File: src/rtl/ex_stage.sv
// ex_stage: execute stage of the five-stage pipeline, feeding the memory stage.
//
// Takes a decoded instruction with its operand values, computes the ALU result
// or effective address, and registers the EX/MEM outputs. MUL/MULI use an
// iterative 4-bits-per-cycle multiplier that occupies 8 cycles and holds off
// decode through busy. HALT sets a halt flag that stays set until reset.
//
// Ports:
//   clk, reset     clock (rising edge), asynchronous active-low reset
//   in_valid       decode presents an instruction this cycle
//   opcode         6-bit opcode
//   rs_val/rt_val  operand values; rt_val is the store data for STW
//   imm            16-bit immediate, sign-extended here
//   dest_addr      destination register chosen by decode
//   flush          drops the presented instruction and aborts a multiply
//   busy           combinational, multiply in progress
//   mem_write, mem_read, mem_to_reg, addr_out, addr_reg_out, write_data
//                  registered EX/MEM outputs (all zero for a bubble)
//   halt           registered, sticky halt flag
//
// Fields the memory stage does not use for an instruction are driven to zero:
// addr_out is only non-zero for LDW/STW, write_data is zero for LDW.
// addr_reg_out carries dest_addr for every non-bubble instruction.
module ex_stage #(
  parameter int D_SIZE        = 32,
  parameter int ADDR_LINE_MEM = 14,
  parameter int ADDR_LINE_REG = 5
) (
  input  logic                     clk,
  input  logic                     reset,
  input  logic                     in_valid,
  input  logic [5:0]               opcode,
  input  logic [D_SIZE-1:0]        rs_val,
  input  logic [D_SIZE-1:0]        rt_val,
  input  logic [15:0]              imm,
  input  logic [ADDR_LINE_REG-1:0] dest_addr,
  input  logic                     flush,
  output logic                     busy,
  output logic                     mem_write,
  output logic                     mem_read,
  output logic                     mem_to_reg,
  output logic [ADDR_LINE_MEM-1:0] addr_out,
  output logic [ADDR_LINE_REG-1:0] addr_reg_out,
  output logic [D_SIZE-1:0]        write_data,
  output logic                     halt
);

  localparam logic [5:0] OP_ADD  = 6'h00;
  localparam logic [5:0] OP_ADDI = 6'h01;
  localparam logic [5:0] OP_SUB  = 6'h02;
  localparam logic [5:0] OP_SUBI = 6'h03;
  localparam logic [5:0] OP_MUL  = 6'h04;
  localparam logic [5:0] OP_MULI = 6'h05;
  localparam logic [5:0] OP_OR   = 6'h06;
  localparam logic [5:0] OP_ORI  = 6'h07;
  localparam logic [5:0] OP_AND  = 6'h08;
  localparam logic [5:0] OP_ANDI = 6'h09;
  localparam logic [5:0] OP_XOR  = 6'h0A;
  localparam logic [5:0] OP_XORI = 6'h0B;
  localparam logic [5:0] OP_LDW  = 6'h0C;
  localparam logic [5:0] OP_STW  = 6'h0D;
  localparam logic [5:0] OP_HALT = 6'h11;

  typedef enum logic {S_IDLE = 1'b0, S_MULT = 1'b1} state_e;

  state_e                   state_q, state_d;
  logic [2:0]               cnt_q, cnt_d;
  logic [D_SIZE-1:0]        mcand_q, mcand_d;
  logic [D_SIZE-1:0]        mplier_q, mplier_d;
  logic [D_SIZE-1:0]        acc_q, acc_d;
  logic [ADDR_LINE_REG-1:0] mdest_q, mdest_d;
  logic                     halt_q, halt_d;

  logic                     mem_write_q, mem_write_d;
  logic                     mem_read_q, mem_read_d;
  logic                     mem_to_reg_q, mem_to_reg_d;
  logic [ADDR_LINE_MEM-1:0] addr_q, addr_d;
  logic [ADDR_LINE_REG-1:0] addr_reg_q, addr_reg_d;
  logic [D_SIZE-1:0]        write_data_q, write_data_d;

  logic [D_SIZE-1:0]        imm_ext;
  logic [D_SIZE-1:0]        op_b;
  logic [D_SIZE-1:0]        partial;
  logic                     accept;

  // Odd opcodes in the ALU range are the immediate forms.
  assign imm_ext = {{(D_SIZE-16){imm[15]}}, imm};
  assign op_b    = opcode[0] ? imm_ext : rt_val;
  assign busy    = (state_q == S_MULT);
  assign accept  = in_valid && !busy && !flush && !halt_q;
  // The multiplicand is pre-shifted every cycle, so this equals
  // original_multiplicand * nibble << (4*cnt).
  assign partial = mcand_q * D_SIZE'(mplier_q[3:0]);

  // Multiply FSM and halt flag registers.
  always_ff @(posedge clk or negedge reset) begin
    if (!reset) begin
      state_q  <= S_IDLE;
      cnt_q    <= 3'd0;
      mcand_q  <= {D_SIZE{1'b0}};
      mplier_q <= {D_SIZE{1'b0}};
      acc_q    <= {D_SIZE{1'b0}};
      mdest_q  <= {ADDR_LINE_REG{1'b0}};
      halt_q   <= 1'b0;
    end else begin
      state_q  <= state_d;
      cnt_q    <= cnt_d;
      mcand_q  <= mcand_d;
      mplier_q <= mplier_d;
      acc_q    <= acc_d;
      mdest_q  <= mdest_d;
      halt_q   <= halt_d;
    end
  end

  // Next-state logic: multiply sequencing, operand loading and halt capture.
  always_comb begin
    state_d  = state_q;
    cnt_d    = cnt_q;
    mcand_d  = mcand_q;
    mplier_d = mplier_q;
    acc_d    = acc_q;
    mdest_d  = mdest_q;
    halt_d   = halt_q;
    if (state_q == S_MULT) begin
      if (flush) begin
        state_d = S_IDLE;
        cnt_d   = 3'd0;
      end else begin
        acc_d    = acc_q + partial;
        mcand_d  = {mcand_q[D_SIZE-5:0], 4'h0};
        mplier_d = {4'h0, mplier_q[D_SIZE-1:4]};
        cnt_d    = cnt_q + 3'd1;
        if (cnt_q == 3'd7) begin
          state_d = S_IDLE;
        end else begin
          state_d = S_MULT;
        end
      end
    end else if (accept) begin
      case (opcode)
        OP_MUL, OP_MULI: begin
          state_d  = S_MULT;
          cnt_d    = 3'd0;
          acc_d    = {D_SIZE{1'b0}};
          mcand_d  = rs_val;
          mplier_d = op_b;
          mdest_d  = dest_addr;
        end
        OP_HALT: halt_d = 1'b1;
        default: halt_d = halt_q;
      endcase
    end else begin
      state_d = S_IDLE;
    end
  end

  // Output decode: the value the EX/MEM register takes at the next edge.
  always_comb begin
    mem_write_d  = 1'b0;
    mem_read_d   = 1'b0;
    mem_to_reg_d = 1'b0;
    addr_d       = {ADDR_LINE_MEM{1'b0}};
    addr_reg_d   = {ADDR_LINE_REG{1'b0}};
    write_data_d = {D_SIZE{1'b0}};
    if (state_q == S_MULT) begin
      // Last partial product folds straight into the registered result.
      if (!flush && (cnt_q == 3'd7)) begin
        mem_to_reg_d = 1'b1;
        addr_reg_d   = mdest_q;
        write_data_d = acc_q + partial;
      end else begin
        mem_to_reg_d = 1'b0;
      end
    end else if (accept) begin
      case (opcode)
        OP_ADD, OP_ADDI: begin
          mem_to_reg_d = 1'b1;
          addr_reg_d   = dest_addr;
          write_data_d = rs_val + op_b;
        end
        OP_SUB, OP_SUBI: begin
          mem_to_reg_d = 1'b1;
          addr_reg_d   = dest_addr;
          write_data_d = rs_val - op_b;
        end
        OP_OR, OP_ORI: begin
          mem_to_reg_d = 1'b1;
          addr_reg_d   = dest_addr;
          write_data_d = rs_val | op_b;
        end
        OP_AND, OP_ANDI: begin
          mem_to_reg_d = 1'b1;
          addr_reg_d   = dest_addr;
          write_data_d = rs_val & op_b;
        end
        OP_XOR, OP_XORI: begin
          mem_to_reg_d = 1'b1;
          addr_reg_d   = dest_addr;
          write_data_d = rs_val ^ op_b;
        end
        OP_LDW: begin
          mem_read_d   = 1'b1;
          mem_to_reg_d = 1'b1;
          addr_reg_d   = dest_addr;
          addr_d       = ADDR_LINE_MEM'((rs_val + imm_ext) >> 2);
        end
        OP_STW: begin
          mem_write_d  = 1'b1;
          addr_reg_d   = dest_addr;
          addr_d       = ADDR_LINE_MEM'((rs_val + imm_ext) >> 2);
          write_data_d = rt_val;
        end
        default: mem_to_reg_d = 1'b0;
      endcase
    end else begin
      mem_to_reg_d = 1'b0;
    end
  end

  // EX/MEM pipeline output registers.
  always_ff @(posedge clk or negedge reset) begin
    if (!reset) begin
      mem_write_q  <= 1'b0;
      mem_read_q   <= 1'b0;
      mem_to_reg_q <= 1'b0;
      addr_q       <= {ADDR_LINE_MEM{1'b0}};
      addr_reg_q   <= {ADDR_LINE_REG{1'b0}};
      write_data_q <= {D_SIZE{1'b0}};
    end else begin
      mem_write_q  <= mem_write_d;
      mem_read_q   <= mem_read_d;
      mem_to_reg_q <= mem_to_reg_d;
      addr_q       <= addr_d;
      addr_reg_q   <= addr_reg_d;
      write_data_q <= write_data_d;
    end
  end

  assign mem_write    = mem_write_q;
  assign mem_read     = mem_read_q;
  assign mem_to_reg   = mem_to_reg_q;
  assign addr_out     = addr_q;
  assign addr_reg_out = addr_reg_q;
  assign write_data   = write_data_q;
  assign halt         = halt_q;

endmodule

File: config.mk
export PLATFORM = sky130hd
export DESIGN_NAME = ex_stage
export DESIGN_NICKNAME = d
export VERILOG_FILES = /design/src/rtl/ex_stage.sv
export SDC_FILE = /design/constraint.sdc
export NUM_CORES = 1
export LEC_CHECK = 0
export BUFFER_PORTS_ARGS = -buffer_cell sky130_fd_sc_hd__buf_2
export CORE_ASPECT_RATIO = 0.5
export CORE_MARGIN = 2
export CORE_UTILIZATION = 33
export CTS_BUF_LIST = sky130_fd_sc_hd__clkbuf_8 sky130_fd_sc_hd__clkbuf_16
export CTS_CLUSTER_SIZE = 14
export DETAILED_ROUTE_END_ITERATION = 7
export GPL_ROUTABILITY_DRIVEN = 1
export SLEW_MARGIN = 30
export SYNTH_ARGS = -nofsm -noshare
export SYNTH_HDL_FRONTEND = slang
export SYNTH_SLANG_ARGS = --single-unit
File: constraint.sdc
create_clock -name clk -period 6.3 [get_ports clk]
set_input_delay 0.315 -clock clk [delete_from_list [all_inputs] [get_ports clk]]
set_output_delay 0.315 -clock clk [all_outputs]
set_load 0.005 [all_outputs]
==> summary.md, run 1 <==
Leaving out fill and tap cells, the most frequent cell in the layout is sky130_fd_sc_hd__inv_1. Average routed wire per standard cell: 20.06 um. Buffer type at the clock tree root: sky130_fd_sc_hd__clkbuf_16. For this run, the slowest stage of the critical path takes 1.00 ns. The warning count from the yosys run came out at 0. The setup path with the least slack is of type reg -> reg. From synthesis to final layout, the design area changed by 12.88%. The top fanout value on the critical path was 30. The via count of the first global-routing pass was 13,220. The clock passes through at most 2 buffers.

Setup violations remaining at the end of the flow were counted as 0. In the final timing run, aggregate negative setup slack is 0 ns. The clock net in this run drives a total of 160 sinks. The number of max-cap violations is 0. In the final layout, the share of cells above drive strength 1 is 12.44%. The share of synthesized flip-flops with an asynchronous set or reset works out to 100.0%. The level count of the clock H-tree is 4. The ratio of total power to cell area was 384.8 nW/um^2; the multi-input combinational cell area was 10,810 um^2. The post-route fraction of the period consumed by the critical path was 86.65%. The number of antenna violations at the first check in global routing came out at 2. For the net count after synthesis, the log shows 2,186.

The slowest stage of the critical path is the sky130_fd_sc_hd__dfrtp_1 cell. The highest achievable clock rate was 183.2 MHz; the number of nets in the layout was 2,294. Summed over all layers, the routed wires come to 52.49 mm.

The synthesized design contains 160 register bits. The flow ran to the end, and the final reports show no timing, DRC or antenna violations. The first global-routing pass estimated 80.41 mm of wire.

The clock slew at the register clock pins of the worst setup and hold paths was 0.08 ns. For this block, the initial DRC count from the detailed router was 1,289. The slew at the pin with the worst max-slew slack came out at 1.004 ns. Counting distinct cell types in the post-synthesis netlist gives 78.

The effective utilization at floorplan came out at 33.72%. Between clock sinks in the finished design, the worst skew comes to 0.01628 ns. Entering global routing, the biggest net connects 66 pins. Summing every instance area after synthesis gives 15,950 um^2. The count of flip-flops with a built-in enable after synthesis works out to 0. The signal on the critical path passes through and2_1, fa_1, fa_1, inv_1, fa_1, inv_1, ha_1, a21o_1, a21oi_1, a2111o_1, a211oi_1, o21ai_0, a21oi_1, xnor2_1, o22a_1, o21ai_0. The tools report the number of setup buffers added after CTS as 0.

151 I/O pins were placed. In this run, placement finished with an instance count of 2,582. Most frequent cell on the critical path: sky130_fd_sc_hd__fa_1. The floorplan step defined a die boundary enclosing 50,210 um^2.

In the routed design, unresolved DRC markers number 0. Buffers inserted during clock tree synthesis total 17. The core outline area is 47,300 um^2. The run gives 0 as the number of max-slew violations in the final report. The detail route stage leaves a number of antenna-violating nets equal to 0. At the end of routability-driven placement, the weighted congestion stood at 0.9134. The number of rows in the core area came out at 56. Using the TritonRoute via totals, the vias-per-cell ratio works out to 5.291. The tools report the critical path launch point as mplier_q[3]. For this block, the via count after detailed routing is 13,840.

The worst register-to-register path begins at mplier_q[3]. The worst pin sits at a relative slew slack of 33.10%. The routed design could run at a clock period as short as 5.459 ns. STA classifies the critical path endpoint as a flip-flop. The die is 159.5 um tall. After filler insertion, the fill cell instance count of the layout stands at 4,847. At the later pin of the worst-skew pair, clock insertion delay measures 0.47 ns.

In this run the horizontal extent of the chip is 314.9 um. The cell count after synthesis came out at 1,856. Excluding fillers, the count of instances in the completed layout stands at 2,616. Detailed placement finished with a half-perimeter wire length of 40.64 mm.

The tightest min-delay check is of the in -> reg type. The number of gates resized after CTS was 0. The run gives 1 as the cts-stage hold buffer count. TritonCTS built the clock tree.

Data arrives at the worst endpoint at 5.78 ns. Final hold violation count: 0. Global routing finished with a remaining overflow of 0. Setup repair after global routing left no endpoint under its margin. The first detailed-routing pass ran for 6 iterations. The worst hold path begins at dest_addr[1].

Buffers placed on the I/O ports in this run total 150. After synthesis, the mean cell area works out to 8.593 um^2. VDD sags by at most 0.2458 mV.

Reported leakage power: 0.009049 uW. The library cells used most frequently in the layout, excluding fill and tap cells, are 220 x sky130_fd_sc_hd__inv_1, 163 x sky130_fd_sc_hd__nand2_1, 157 x sky130_fd_sc_hd__dfrtp_1. At the worst endpoint, the required time is 6.62 ns. Number of cells on the worst reg-to-reg path: 16.

The sequential cells in the finished layout cover a total of 4008 um^2. The most used flip-flop cell after synthesis is sky130_fd_sc_hd__dfrtp_1. The overall global routing resource usage came out at 20.98%. The worst hold path cell count is 3. The worst setup path is launched from a flip-flop.

The share of the Yosys chip area taken by registers is 25.10%.
[cells by family (layout without fill, tap and decap cells)]
family | count (synthesis) | after routing | share of synthesized area, %
AND/OR/NAND/NOR | 522 | 522 | 16.24
XOR/XNOR | 102 | 102 | 5.601
adder cells (fa/ha/maj) | 235 | 235 | 22.53
buffers and inverters | 309 | 430 | 7.374
AO/OA/AOI/OAI | 453 | 453 | 18.38
flip-flops | 160 | 160 | 25.10
other | 0 | 1 | 0
multiplexers | 75 | 75 | 4.770
[cells in the mapped netlist, types with 5 or more instances]
library cell | instances | share of area, %
sky130_fd_sc_hd__fa_1 | 87 | 11
sky130_fd_sc_hd__nand4_1 | 8 | 0.31
sky130_fd_sc_hd__o221ai_1 | 10 | 0.55
sky130_fd_sc_hd__xor2_1 | 23 | 1.3
sky130_fd_sc_hd__a2111o_1 | 5 | 0.35
sky130_fd_sc_hd__inv_1 | 220 | 5.2
sky130_fd_sc_hd__dfrtp_1 | 160 | 25
sky130_fd_sc_hd__o31ai_1 | 9 | 0.42
sky130_fd_sc_hd__and2_1 | 118 | 4.6
sky130_fd_sc_hd__a221o_1 | 10 | 0.63
sky130_fd_sc_hd__and3_1 | 8 | 0.31
sky130_fd_sc_hd__a22o_1 | 10 | 0.55
sky130_fd_sc_hd__mux2i_1 | 69 | 4.3
sky130_fd_sc_hd__nand2_1 | 164 | 3.9
sky130_fd_sc_hd__ha_1 | 148 | 12
sky130_fd_sc_hd__or3_1 | 9 | 0.35
sky130_fd_sc_hd__nor2_1 | 114 | 2.7
sky130_fd_sc_hd__nand2b_1 | 12 | 0.47
sky130_fd_sc_hd__nor2b_1 | 10 | 0.39
sky130_fd_sc_hd__o21ai_0 | 118 | 3.7
sky130_fd_sc_hd__a221oi_1 | 17 | 0.93
sky130_fd_sc_hd__nand3_1 | 38 | 1.2
sky130_fd_sc_hd__a21o_1 | 35 | 1.6
sky130_fd_sc_hd__a31oi_1 | 14 | 0.55
sky130_fd_sc_hd__a21oi_1 | 110 | 3.5
sky130_fd_sc_hd__xnor2_1 | 79 | 4.3
sky130_fd_sc_hd__a31o_2 | 5 | 0.27
sky130_fd_sc_hd__a22oi_1 | 11 | 0.52
sky130_fd_sc_hd__nor3_1 | 15 | 0.47
sky130_fd_sc_hd__o21a_1 | 12 | 0.56
sky130_fd_sc_hd__buf_1 | 6 | 0.14
sky130_fd_sc_hd__clkbuf_1 | 77 | 1.8
sky130_fd_sc_hd__mux2_2 | 5 | 0.35
sky130_fd_sc_hd__o21ai_1 | 13 | 0.41
sky130_fd_sc_hd__o211ai_1 | 9 | 0.42
sky130_fd_sc_hd__o22a_1 | 8 | 0.44
sky130_fd_sc_hd__a211o_1 | 7 | 0.38
sky130_fd_sc_hd__o22ai_1 | 19 | 0.75
[worst max-delay path: cells and delay by family (launching register included)]
| kind | cells | cell delay (ns) |
|---|---|---|
| buffers and inverters | 2 | 0.09 |
| DFF | 1 | 1.00 |
| xor gates and xnor gates | 1 | 0.24 |
| AOI/OAI and AO/OA | 8 | 1.97 |
| adders and majority gates | 4 | 1.75 |
| and+or+nand+nor | 1 | 0.26 |
[report_power, final]
group          switching (uW)  internal, uW
Clock                     552           538
Sequential                225          1220
Combinational            2790          1610
[path summary, 6_finish.rpt]
check,end,slack (ns)
max,write_data[20],0.84
min,mdest_q[1],0.06
max reg2reg,write_data[20],0.84
min reg2reg,acc_q[3],0.48
max in group asynchronous,busy,4.64
min in group asynchronous,addr_out[8],0.35
[per-layer routing]
metal	track usage (%)	share of wire, %	vias up
met5	0	0	-
met4	4.762	1.6	0
met3	4.024	7.0	48
met2	30.86	43	452
met1	31.43	49	6816
li1	-	-	6525
[area by class of cell]
cell class                      instances  share of cell area, %
Timing Repair Buffer                  175                  5.261
Inverter                              223                  4.649
Clock inverter                         15                 0.9938
Clock buffer                           17                  2.363
Sequential cell                       160                  22.26
Tap cell                              638                  4.434
Antenna cell                            1                0.01390
Multi-Input combinational cell       1387                  60.02
[stage by stage]
step | worst slack (ns) | total power [uW] | hold WS, ns | instance area (um^2) | utilization, %
floorplan | 1.835 | 4428 | 0.01941 | 15950 | -
global placement | 0.9226 | 5722 | 0.2727 | 17380 | 36.74
detailed placement | 0.8956 | 5772 | 0.2761 | 17390 | 36.76
CTS | 0.8563 | 6891 | 0.04185 | 18000 | 38.06
global route | 0.6015 | 7548 | 0.05351 | 18000 | 38.06
finish | 0.8410 | 6928 | 0.05547 | 18000 | 38.07
(Power assumes the default switching activity.)
==> run 2, diff against run 1 <==
- RECOVER_POWER: default -> 100
==> run 2 against run 1 <==
The run now ends with capacitance limit, slew limit left. Sequential share of layout area rose by 0.082 points. Clock power hardly changed. Sequential power barely moved. Core utilization shrank 0.14 points. Total power increased by 0.18%. Clock-buffer cell count unchanged.
==> summary.md, run 2 (same netlist as run 1, synthesis figures left out) <==
The flow ran to the end, but the final reports show violations. The final reports fail on capacitance limit, slew limit. After floorplanning, the core was divided into 56 placement rows. After the first detailed-routing iteration, the DRC count stood at 1,220. The final worst clock skew came out at 0.01582 ns. For the filler cell count, the log shows 4,869.

Before antenna repair, the detailed router went through 5 iterations. Data on the critical path is required at its endpoint by 6.70 ns. In this run the count of I/O pins placed on the die edge is 151. In this run the critical register-to-register path is captured at write_data[24]. The tree is rooted in a sky130_fd_sc_hd__clkbuf_16. The share of total power dissipated in sequential elements is 20.8%. The critical path is of the reg -> reg type.

The final hold violation count came out at 0. The layout cell share with drive strength beyond 1 came out at 10.72%. The tools report the beginning of the worst register-to-register path as busy. The final instance count without filler cells was 2,616. Combinational logic burns 63.5% of the power. The effective utilization at floorplan is 33.72%.

The number of cells on the worst reg-to-reg path is 8. The run gives 0 ns as the summed negative setup slack over all endpoints. The die is 159.5 um tall. After floorplanning, the core was sized to cover 47,300 um^2. The slew at the pin with the worst max-slew slack came out at 2.669 ns. During placement, the flow inserted port buffers numbering 150. The signal on the critical path passes through clkbuf_1, clkinv_1, clkbuf_1, nor2_1, and2_0, nand3b_1, o221ai_1, a211o_1. The clock tree synthesis step divided the H-tree into 4 levels. In this run the most critical hold path is launched from dest_addr[1]. Among all stages on the critical path, the largest delay is contributed by sky130_fd_sc_hd__clkbuf_1.

The logs give 180.2 MHz for the highest achievable clock rate and 2,582 for the number of placed instances with taps included. The worst pin sits at a relative slew slack of -77.96%. The die is 314.9 um wide. The detailed placer's ending HPWL was 40.64 mm.

The sequential cells in the finished layout cover a total of 4008 um^2. The tool flagged a number of max-cap violations equal to 5. The run gives 0.9134 as the routability congestion estimate.

The share of total power dissipated in the clock network is 15.7%. The area growth from synthesis to final layout came out at 12.47%. The first global-routing pass estimated 80.41 mm of wire. In this run the remaining antenna-violating nets after routing total 0. The number of sinks driven by the clock tree was 160; the ratio of total power to cell area was 387.0 nW/um^2. STA classifies the critical path startpoint as a flip-flop. The delay of the slowest cell on the worst path was 1.88 ns; the worst hold path cell count was 3. Buffers added to address setup during post-CTS repair amount to 0. For the total DRC errors in the routed layout, the log shows 0. The tools report the post-place setup slack as 0.8956 ns. Setup repair after global routing left no endpoint under its margin. The analysis attributes to cell leakage a power of 0.008899 uW.

The run gives 217 as the number of max-slew violations in the final report. The worst setup path is captured at a flip-flop. The worst register-to-register path has a setup slack of 0.75 ns.

Once routing completed, OpenROAD measured the worst setup slack at 0.7494 ns. The worst path in the final design needs a cycle of 5.551 ns, including I/O delays and setup. IR analysis of the VDD net gives a maximum drop of 0.2498 mV. The clock passes through at most 2 buffers. Counting the buffers created by CTS gives 17. The final layout contains routed wiring with a total length of 52.47 mm. The via count of the first global-routing pass was 13,220; the via-per-instance ratio was 5.279. The library cells used most frequently in the layout, excluding fill and tap cells, are 220 x sky130_fd_sc_hd__inv_1, 163 x sky130_fd_sc_hd__nand2_1, 157 x sky130_fd_sc_hd__dfrtp_1. Dividing the detail-routed wire length by the instance count gives 20.06 um. TritonCTS built the clock tree.

Endpoint of the worst hold-timing path: mdest_q[1]. Entering global routing, the biggest net connects 66 pins. The total internal power is 3363 uW. For the worst-skew pair, the clock arrives at the later sink with an insertion delay of 0.47 ns. Clock-pin slew was measured on the worst setup and hold paths at 0.08 ns.

The cell that appears most often on the critical path is sky130_fd_sc_hd__clkbuf_1. The analysis attributes to net switching a power of 3578 uW. Global routing used 20.98% of the available tracks across all layers. Leaving out fill and tap cells, the most frequent cell in the layout is sky130_fd_sc_hd__inv_1.

Summing all multi-input logic gate instances after layout gives 10,810 um^2. For the worst endpoint data arrival time, the log shows 5.95 ns. Of the available clock period, the critical path in the final layout requires 88.10%.

The total overflow left after global routing is 0. Net switching is 51.55% of the power. For the setup violation total in the final timing report, the log shows 0. The tools report the total number of vias as 13,810.

At the end of the flow, the number of nets in the layout was 2,294. The number of antenna violations at the first check in global routing was 2; the top fanout value on the critical path was 33. The floorplan step defined a die boundary enclosing 50,210 um^2. The path class of the tightest hold or removal check is in -> reg.
==> run 2: area by class of cell <==
| cell class | count | share of cell area (%) |
|---|---|---|
| multi-input combinational | 1387 | 60.25 |
| sequential | 160 | 22.34 |
| timing repair buffer | 175 | 4.911 |
| inverter | 223 | 4.667 |
| tap | 638 | 4.450 |
| clock buffer | 17 | 2.372 |
| clock inverter | 15 | 0.9975 |
| antenna | 1 | 0.01395 |
==> run 2: power groups by stage <==
stage,clock network [uW],registers (uW),logic (uW)
3_3_place_gp,0,1460,4270
5_1_grt,1160,1480,4910
2_1_floorplan,0,1330,3100
3_5_place_dp,0,1460,4310
6_report,1090,1440,4410
4_1_cts,1110,1440,4340
==> run 2: critical path, delay by kind of cell (launching register included) <==
kind                   cells  cell delay (ns)
AO/OA/AOI/OAI              2             0.38
buffers and inverters      3             3.14
flip-flops                 1             0.34
AND/OR/NAND/NOR            3             1.60
==> run 2: metal layers <==
layer	up-vias	part of all wire [%]	track usage (%)
met2	444	43	30.86
met5	-	0	0
li1	6518	-	-
met4	0	1.6	4.762
met1	6803	48	31.43
met3	45	7.2	4.024
==> run 2: how the worst max path moves through the flow <==
stage                           start             end  slack [ns]  depth (start not counted)
after global placement      opcode[0]  write_data[28]        0.92                         17
after CTS                 mplier_q[2]  write_data[28]        0.86                         16
final                            busy  write_data[24]        0.75                          8
after detailed placement  mplier_q[2]  write_data[28]        0.90                         16
after floorplan           mplier_q[3]  write_data[28]        1.83                         18
after global routing             busy  write_data[24]        0.45                          8
==> run 2: per-stage QoR <==
| stage | instance area, um^2 | utilization (%) | total power (uW) | hold slack, ns |
|---|---|---|---|---|
| 6_report | 17940 | 37.93 | 6941 | 0.05766 |
| 5_1_grt | 17930 | 37.92 | 7545 | 0.05351 |
| 4_1_cts | 18000 | 38.06 | 6891 | 0.04185 |
| 3_5_place_dp | 17390 | 36.76 | 5772 | 0.2761 |
| 3_3_place_gp | 17380 | 36.74 | 5722 | 0.2727 |
| 2_1_floorplan | 15950 | - | 4428 | 0.01941 |
==> run 2: timing repair <==
item                                   in CTS  in global routing
endpoints found under the hold margin      43                  0
hold buffers                                1                  0
resized for setup                           0                  0
